<file path="src/rtl/sync_byte_framer.sv">
// Sync-byte hunter and byte slicer over an 8-bit serial window, with a 2-entry valid/ready output buffer.
// Optional drop counter port o_ovf_cnt is enabled by defining FRAMER_OVF_CNT_EN.
module sync_byte_framer #(
  parameter logic [7:0]  SYNC      = 8'hA5,
  parameter int unsigned FRAME_LEN = 4
) (
  input  logic       i_clk,
  input  logic       i_rst,
  input  logic       i_bit_vld,
  input  logic [7:0] i_win,
  input  logic       i_ready,
  output logic [7:0] o_data,
  output logic       o_valid,
  output logic       o_locked,
  output logic       o_sync,
  output logic       o_ovf
`ifdef FRAMER_OVF_CNT_EN
  ,
  output logic [7:0] o_ovf_cnt
`endif
);

  typedef enum logic {HUNT, LOCK} state_t;

  localparam logic [7:0] LAST_BYTE = 8'(FRAME_LEN - 1);

  state_t     state, state_nx;
  logic [2:0] bit_cnt, bit_cnt_nx;
  logic [7:0] byte_cnt, byte_cnt_nx;
  logic       capture;
  logic       sync_hit;

  logic [7:0] mem [2];
  logic       wr_ptr;
  logic       rd_ptr;
  logic [1:0] count;
  logic       pop;
  logic       push_ok;
  logic       drop;

  always_ff @(posedge i_clk or posedge i_rst) begin
    if (i_rst) begin
      state    <= HUNT;
      bit_cnt  <= '0;
      byte_cnt <= '0;
    end else begin
      state    <= state_nx;
      bit_cnt  <= bit_cnt_nx;
      byte_cnt <= byte_cnt_nx;
    end
  end

  always_comb begin
    state_nx    = state;
    bit_cnt_nx  = bit_cnt;
    byte_cnt_nx = byte_cnt;
    capture     = 1'b0;
    sync_hit    = 1'b0;
    case (state)
      HUNT: begin
        if (i_bit_vld && (i_win == SYNC)) begin
          state_nx    = LOCK;
          bit_cnt_nx  = '0;
          byte_cnt_nx = '0;
          sync_hit    = 1'b1;
        end
      end
      LOCK: begin
        if (i_bit_vld) begin
          if (bit_cnt != 3'd7) begin
            bit_cnt_nx = bit_cnt + 3'd1;
          end else begin
            capture    = 1'b1;
            bit_cnt_nx = '0;
            // Last byte of the frame leaves LOCK on its own capture edge
            if (byte_cnt == LAST_BYTE) begin
              state_nx    = HUNT;
              byte_cnt_nx = '0;
            end else begin
              byte_cnt_nx = byte_cnt + 8'd1;
            end
          end
        end
      end
      default: state_nx = HUNT;
    endcase
  end

  assign o_locked = (state == LOCK);
  assign o_valid  = (count != 2'd0);
  assign o_data   = mem[rd_ptr];
  assign pop      = o_valid && i_ready;
  // A pop frees the head slot in the same cycle, so a full buffer can still accept
  assign push_ok  = capture && ((count != 2'd2) || pop);
  assign drop     = capture && !push_ok;

  always_ff @(posedge i_clk or posedge i_rst) begin
    if (i_rst) begin
      mem[0] <= '0;
      mem[1] <= '0;
      wr_ptr <= 1'b0;
      rd_ptr <= 1'b0;
      count  <= '0;
      o_sync <= 1'b0;
      o_ovf  <= 1'b0;
    end else begin
      if (push_ok) begin
        mem[wr_ptr] <= i_win;
        wr_ptr      <= ~wr_ptr;
      end
      if (pop) begin
        rd_ptr <= ~rd_ptr;
      end
      count  <= count + {1'b0, push_ok} - {1'b0, pop};
      o_sync <= sync_hit;
      o_ovf  <= drop;
    end
  end

`ifdef FRAMER_OVF_CNT_EN
  always_ff @(posedge i_clk or posedge i_rst) begin
    if (i_rst) begin
      o_ovf_cnt <= '0;
    end else if (drop && (o_ovf_cnt != 8'hFF)) begin
      o_ovf_cnt <= o_ovf_cnt + 8'd1;
    end
  end
`endif

endmodule

</file>
<file path="config.mk">
export PLATFORM = sky130hd
export DESIGN_NAME = sync_byte_framer
export DESIGN_NICKNAME = d
export VERILOG_FILES = /design/src/rtl/sync_byte_framer.sv
export SDC_FILE = /design/constraint.sdc
export NUM_CORES = 1
export LEC_CHECK = 0
export ABC_AREA = 1
export CAP_MARGIN = 20
export CORE_UTILIZATION = 54
export DETAILED_ROUTE_END_ITERATION = 6
export MAX_ROUTING_LAYER = met4
export PLACE_DENSITY = 0.8
export REMOVE_ABC_BUFFERS = 1
export SYNTH_ARGS = -nofsm -noshare
export SYNTH_HDL_FRONTEND = slang
export SYNTH_SLANG_ARGS = --single-unit
</file>
<file path="constraint.sdc">
create_clock -name i_clk -period 2.5 [get_ports i_clk]
set_input_delay 0.25 -clock i_clk [delete_from_list [all_inputs] [get_ports i_clk]]
set_output_delay 0.25 -clock i_clk [all_outputs]
set_load 0.03 [all_outputs]
</file>
==> results of run 1 <==
## cell families after synthesis
logic type,Yosys count,share of synthesized area [%]
adder cells (fa/ha/maj),5,3.521
flip-flops,34,47.89
AND/OR/NAND/NOR,114,28.73
AO/OA/AOI/OAI,26,8.521
buffers and inverters,33,8.873
XOR/XNOR,5,2.465
## metrics by stage
step,hold slack [ns],instances,util [%],setup WS [ns]
after floorplan,0.3588,210,-,0.6501
after global placement,0.4647,280,65.94,0.5298
after detailed placement,0.4660,280,65.94,0.4454
after CTS,0.3045,288,67.89,0.3897
after global routing,0.3246,288,67.89,0.2488
final,0.2928,288,67.89,0.4057
## per-layer routing
metal / wire [µm] / global-route usage (%) / vias up
li1: - / - / 730
met1: 1560 / 27.86 / 631
met2: 1491 / 34.51 / 29
met3: 141 / 7.642 / 2
met4: 19 / 7.143 / 0
met5: 0 / - / -
## critical path, stage by stage (launching register included)
cell	delay (ns)
dfrtp_1	0.63
nand2_1	0.08
o21ai_0	0.10
clkdlybuf4s50_1	0.70
## state kept, by name (all words and copies together) (netlist names)
register  cells
o_sync        1
wr_ptr        1
rd_ptr        1
count         2
o_ovf         1
byte_cnt      8
bit_cnt       3
o_locked      1
mem          16
## layout make-up
type                            instances  area share [%]
Sequential cell                        34           40.72
Inverter                               26           4.910
Clock inverter                          1          0.2395
Tap cell                               44           2.635
Timing Repair Buffer                   26           12.10
Clock buffer                            7           2.635
Multi-Input combinational cell        150           36.77
## cell usage in the layout, fill, tap and decap left out
| cell | instances |
|---|---|
| xor2_1 | 2 |
| o21ai_2 | 5 |
| inv_6 | 1 |
| a21oi_1 | 1 |
| nand3b_1 | 1 |
| nand2_4 | 2 |
| clkinv_2 | 1 |
| nand2_1 | 73 |
| nor2_1 | 14 |
| o21bai_1 | 1 |
| o21ai_0 | 19 |
| buf_4 | 3 |
| ha_1 | 5 |
| nor3_1 | 1 |
| inv_1 | 24 |
| dfrtp_1 | 34 |
| inv_2 | 1 |
| clkdlybuf4s50_1 | 23 |
| clkbuf_8 | 1 |
| clkbuf_4 | 5 |
| nand3_1 | 18 |
| nor2_8 | 2 |
| nand2_2 | 3 |
| clkbuf_1 | 1 |
| xnor2_1 | 3 |
## worst paths after layout
kind / startpoint / end / slack [ns] / cells after the start
setup / recovery: rd_ptr$_DFFE_PP0P_ / o_data[0] / 0.41 / 3
hold / removal: i_rst / mem[7]$_DFFE_PP0P_ / 0.29 / 3
setup reg to reg: bit_cnt[0]$_DFFE_PP0P_ / count[1]$_DFF_PP0_ / 0.56 / 10
hold reg to reg: mem[5]$_DFFE_PP0P_ / mem[5]$_DFFE_PP0P_ / 0.49 / 2
max in group asynchronous: i_rst / mem[13]$_DFFE_PP0P_ / 1.91 / 3
min in group i_clk: mem[5]$_DFFE_PP0P_ / mem[5]$_DFFE_PP0P_ / 0.49 / 2
## power by group through the flow
stage               Clock (mW)  Sequential [mW]  Combinational (mW)
global placement             0            0.898               0.903
CTS                      0.323            0.894               0.927
global route             0.347            0.927                1.03
finish                   0.317            0.894               0.919
floorplan                    0            0.870               0.628
detailed placement           0            0.905               0.926
==> summary.md, run 1 <==
| Metric | Value |
|---|---|
| Initial core utilization | `approximately 58%` |
| EDFF count, synth | `0` |
| Maximum fanout along the worst path | `17` |
| Fin crit share | `83.77%` |
| Largest net degree at the start of global routing | `35` |
| Register area | `850.8 µm²` |
| Comb power frac | `43.2%` |
| Clock Sinks | `34` |
| Setup bufs post-CTS | `0` |
| Clk slew on worst S/H paths | `0.11 ns` |
| Crit end category | `primary output` |
| Clock Latency Late Sink | `0.34 ns` |
| WL/cell | `11.16 µm` |
| # DRC | `0` |
| Cell Area, Synth | `~0.0018 mm²` |
| IO Pins | `24` |
| CTS max path bufs | `2` |
| Post-route ant nets | `0` |
| Die H | `59.36 µm` |
| Relative slew slack | `69.93%` |
| Minimum clock period | `roughly 2.1 ns` |
| Seq/Total Area, Yosys | `a little under half` |
| Switching Fraction | `approximately 40%` |
| Top-count cell post-synth | `nand2_1` |
| Syn-to-layout area delta | `17.61%` |
| H-tree depth | `2` |
| Design area | `0.002090 mm²` |
| Diodes inserted | `0` |
| Synth area leader | `dfrtp_1` |
| Layout Skew | `0.01099 ns` |
| GPL Wtd Cong | `0.8284` |
| Cts bufs inserted | `5` |
| Vias per Instance | `roughly 4.8` |
| CTS tree | `yes` |
| Final setup fails | `0` |
| Worst VDD drop | `0.0005693 V` |
| Worst-margin pin slew | `0.4511 ns` |
| HP Class | `in2async` |
| Synth area leaders | `dfrtp_1 48%, nand2_1 15%, o21ai_0 5.4%` |
| Core Rows | `20` |
| First-pass GRT wire length | `5568 µm` |
| WP data required | `approximately 2.3 ns` |
| FMAX | `roughly 0.48 GHz` |
| GRT Resource Usage Total | `22.46%` |
| Arrival @ worst endpoint | `between 1.5 and 2 ns` |
| RSZ-0062 raised after global routing | `no` |
| Int Pwr | `1.269 mW` |
| Most common library cells after synthesis | `73 x nand2_1, 34 x dfrtp_1, 24 x inv_1` |
| Post-synth top area share | `47.89%` |
| Grt ovf | `0` |
| Slew Viols, Final | `0` |
| Status | `complete, no violations` |
| Leakage power | `1.074 nW` |
| Setup TNS | `0 ns` |
| Sequential Power Share | `42.0%` |
| Post-synth cell types | `23` |
| Initial DRC count | `52` |
| Net Sw Power | `0.8598 mW` |
| # Max-Cap Violations | `0` |
| Drt first pass iters | `4` |
| Synthesis warning total | `0` |
| Multi-input gate area in the final layout | `around 770 µm²` |
| Area post-placement | `0.002029 mm²` |
| DR vias | `1392` |
| Final Hold Vio Count | `0` |
| # nets final | `260` |
| Mapped Cells | `about 220` |
| Seq cells post-synth | `34` |
| Critical path class | `reg2out` |
| Share of cells above drive strength 1 | `9.836%` |
| Synth Flop Type | `dfrtp_1` |
| FFs w/ async S/R, synth | `100.0%` |
| Filler cells | `~270` |
| Vias in the first global route | `1305` |
| Root Buffer | `clkbuf_4` |
| Core box area | `0.003078 mm²` |
| Mean post-synth cell area | `approximately 8 µm²` |
| DP HPWL | `between 2000 and 2500 µm` |
| Total power | `2.129 mW` |
| Hold_buf cts | `0` |
| Final wirelength | `about 3200 µm` |
| Clock network power share | `about 15%` |
| Power density cells | `1019 mW/mm²` |
| Die X-Extent | `59.36 µm` |
| Post_cts resized | `0` |
| PortBufs | `23` |
| Initial antenna violation count | `0` |
| Crit start category | `register` |
| Die Area | `0.003524 mm²` |
Note: power is estimated with default switching activity, not from simulation.
==> inputs of run 2 (changes only) <==
Settings changed: CORE_UTILIZATION 54 to 49, PLACE_DENSITY 0.8 to 0.76.
Clock period 2.5 ns to 1.9 ns, I/O delays scaled along.
==> summary.md, run 2 (synthesized netlist as in run 1, its figures left out) <==
| Metric | Value |
|---|---|
| Status | `complete, no violations` |
| First-pass GRT wire length | `6265 µm (+13%)` |
| Setup bufs post-CTS | `0 (unchanged)` |
| Core box area | `0.003416 mm² (+11%)` |
| Layout Skew | `0.009116 ns (-0.001878 ns)` |
| Initial antenna violation count | `0 (unchanged)` |
| Cts bufs inserted | `5 (unchanged)` |
| Slew Viols, Final | `0 (unchanged)` |
| Net Sw Power | `1.146 mW (+33%)` |
| Biggest registers after layout | `mem: 16 flops, byte_cnt: 8 flops, bit_cnt: 3 flops` |
| Arrival @ worst endpoint | `2.07 ns (+0.23 ns)` |
| Maximum fanout along the worst path | `3 (-14)` |
| IO Pins | `24 (unchanged)` |
| HP Class | `in2async` |
| Most frequent cells in the layout | `73 x nand2_1, 33 x dfrtp_1, 24 x inv_1, 19 x o21ai_0, 18 x nand3_1` |
| Area post-placement | `0.002069 mm² (+2.0%)` |
| GR Layer Usage met2 | `33.93% (-0.58 points)` |
| PortBufs | `23 (unchanged)` |
| Final Hold Vio Count | `0 (unchanged)` |
| CTS tree | `yes` |
| Initial core utilization | `52.01% (-5.7 points)` |
| Crit end category | `register` |
| Syn-to-layout area delta | `20.77%` |
| Clock Sinks | `34 (unchanged)` |
| CTS max path bufs | `2 (unchanged)` |
| Die X-Extent | `62.22 µm (+4.8%)` |
| Initial DRC count | `76 (+46%)` |
| Switching Fraction | `41.41% (+1.0 points)` |
| Filler cells | `311 (+16%)` |
| Vias per Instance | `4.868 (+0.71%)` |
| Sequential Power Share | `42.8% (+0.8 points)` |
| Fin crit share | `96.66%` |
| Max reg flops | `16 (unchanged)` |
| Routing usage on met1 | `26.17% (-1.7 points)` |
| Grt ovf | `0 (unchanged)` |
| Worst-margin pin slew | `0.4308 ns (-0.02030 ns)` |
| Drt first pass iters | `4 (unchanged)` |
| Int Pwr | `1.621 mW (+28%)` |
| Crit start category | `register` |
| Vias in the first global route | `1393 (+6.7%)` |
| # DRC | `0 (unchanged)` |
| RSZ-0062 raised after global routing | `no` |
| Clk slew on worst S/H paths | `0.10 ns (about the same)` |
| Worst slack at placement | `-0.008544 ns (-0.4539 ns)` |
| GRT Resource Usage Total | `21.56% (-0.90 points)` |
| DR vias | `1436 (+3.2%)` |
| Clock network power share | `15.3% (+0.4 points)` |
| # nets final | `265 (+1.9%)` |
| Root Buffer | `clkbuf_4` |
| DP HPWL | `2440 µm (+3.7%)` |
| Minimum clock period | `1.836 ns` |
| Critical path class | `reg2reg` |
| H-tree depth | `2 (unchanged)` |
| Die H | `62.22 µm (+4.8%)` |
| FMAX | `approximately 0.54 GHz` |
| Final WS setup | `0.06354 ns (-0.3422 ns)` |
| WP data required | `2.13 ns (-0.12 ns)` |
| Most common cell after layout, fill and taps aside | `nand2_1` |
| Top reg by flops | `mem` |
| Clock Latency Late Sink | `0.34 ns (about the same)` |
| Relative slew slack | `71.28% (+1.4 points)` |
| Worst VDD drop | `0.0006542 V (+15%)` |
| Design area | `0.002146 mm² (+2.7%)` |
| Comb power frac | `42.0% (-1.2 points)` |
| Most Crowded Layer GR | `met2` |
| Largest net degree at the start of global routing | `35 (unchanged)` |
| GPL Wtd Cong | `0.8008 (-3.3%)` |
| Core Rows | `21 (+5.0%)` |
| WL/cell | `11.44 µm (+2.5%)` |
| # Max-Cap Violations | `0 (unchanged)` |
| Leakage power | `1.115 nW (+3.9%)` |
| Final setup fails | `0 (unchanged)` |
| Final wirelength | `3374 µm (+5.0%)` |
| Grt met3 use | `5.699% (-1.9 points)` |
| Diodes inserted | `0 (unchanged)` |
| Die Area | `0.003871 mm² (+9.9%)` |
| Hold_buf cts | `0 (unchanged)` |
| Share of cells above drive strength 1 | `13.25% (+3.4 points)` |
| Post-route ant nets | `0 (unchanged)` |
| Power density cells | `1289 mW/mm² (+27%)` |
[run 2: cell count changes in the layout (fill, tap and decap cells not counted)]
cell / delta
buf_4: +5
clkdlybuf4s50_1: -9
dfrtp_1: -1
dfrtp_2: +1
dlygate4sd2_1: +8
dlymetal6s2s_1: +1
ha_1: -2
ha_2: +1
ha_4: +1
xnor2_1: -1
xnor2_2: +1
[run 2: path summary, 6_finish.rpt]
check / slack (ns) / cells after the start / end / from
max: 0.06 / 10 / count[1]$_DFF_PP0_ / bit_cnt[0]$_DFFE_PP0P_
min: 0.23 / 3 / mem[15]$_DFFE_PP0P_ / i_rst
max reg2reg: 0.06 / 10 / count[1]$_DFF_PP0_ / bit_cnt[0]$_DFFE_PP0P_
min reg2reg: 0.49 / 2 / mem[2]$_DFFE_PP0P_ / mem[2]$_DFFE_PP0P_
max in group asynchronous: 1.34 / 3 / rd_ptr$_DFFE_PP0P_ / i_rst
min in group i_clk: 0.43 / 3 / mem[12]$_DFFE_PP0P_ / i_win[4]
[run 2: what timing repair did]
item,4_1_cts,5_1_grt
pin swaps,0,1
endpoints found under the setup margin,9,2
gates resized for setup,10,4
[run 2: final cells by class]
class	count	area [µm²]	area share [%]
Clock buffer	7	55.05	2.566
Multi-Input combinational cell	150	790.8	36.85
Inverter	26	102.6	4.781
Timing Repair Buffer	31	282.8	13.18
Sequential cell	34	852.1	39.71
Tap cell	46	57.56	2.682
Clock inverter	1	5.005	0.2332
[run 2: metrics by stage]
step	TNS (ns)	hold WS, ns	std cells	utilization [%]	power (mW)
4_1_cts	0	0.2407	295	62.31	2.778
2_1_floorplan	0	0.2988	210	-	1.972
6_report	0	0.2300	295	62.82	2.767
3_5_place_dp	-0.008544	0.4657	287	60.59	2.428
3_3_place_gp	0	0.4649	287	60.59	2.384
5_1_grt	0	0.2958	295	62.82	3.000
[run 2: routing by layer]
metal	vias to the layer above	share of wire [%]
met5	-	0
met4	0	1.8
met3	7	3.7
met2	27	46
met1	664	48
li1	738	-
[run 2: critical path, stage by stage, from the launching register on]
cell and delay, ns:
dfrtp_1 0.38, ha_2 0.20, ha_4 0.14, nand2_4 0.06, nor2_8 0.10, nand2_4 0.06, ha_1 0.27, inv_1 0.04
ha_1 0.20, xnor2_2 0.14, xor2_1 0.14
[run 2: power by group through the flow]
stage               clock [mW]  combinational (mW)  sequential (mW)
global route             0.463                1.31             1.22
floorplan                    0               0.827             1.15
detailed placement           0                1.24             1.19
CTS                      0.431                1.17             1.18
finish                   0.422                1.16             1.18
global placement             0                1.20             1.18
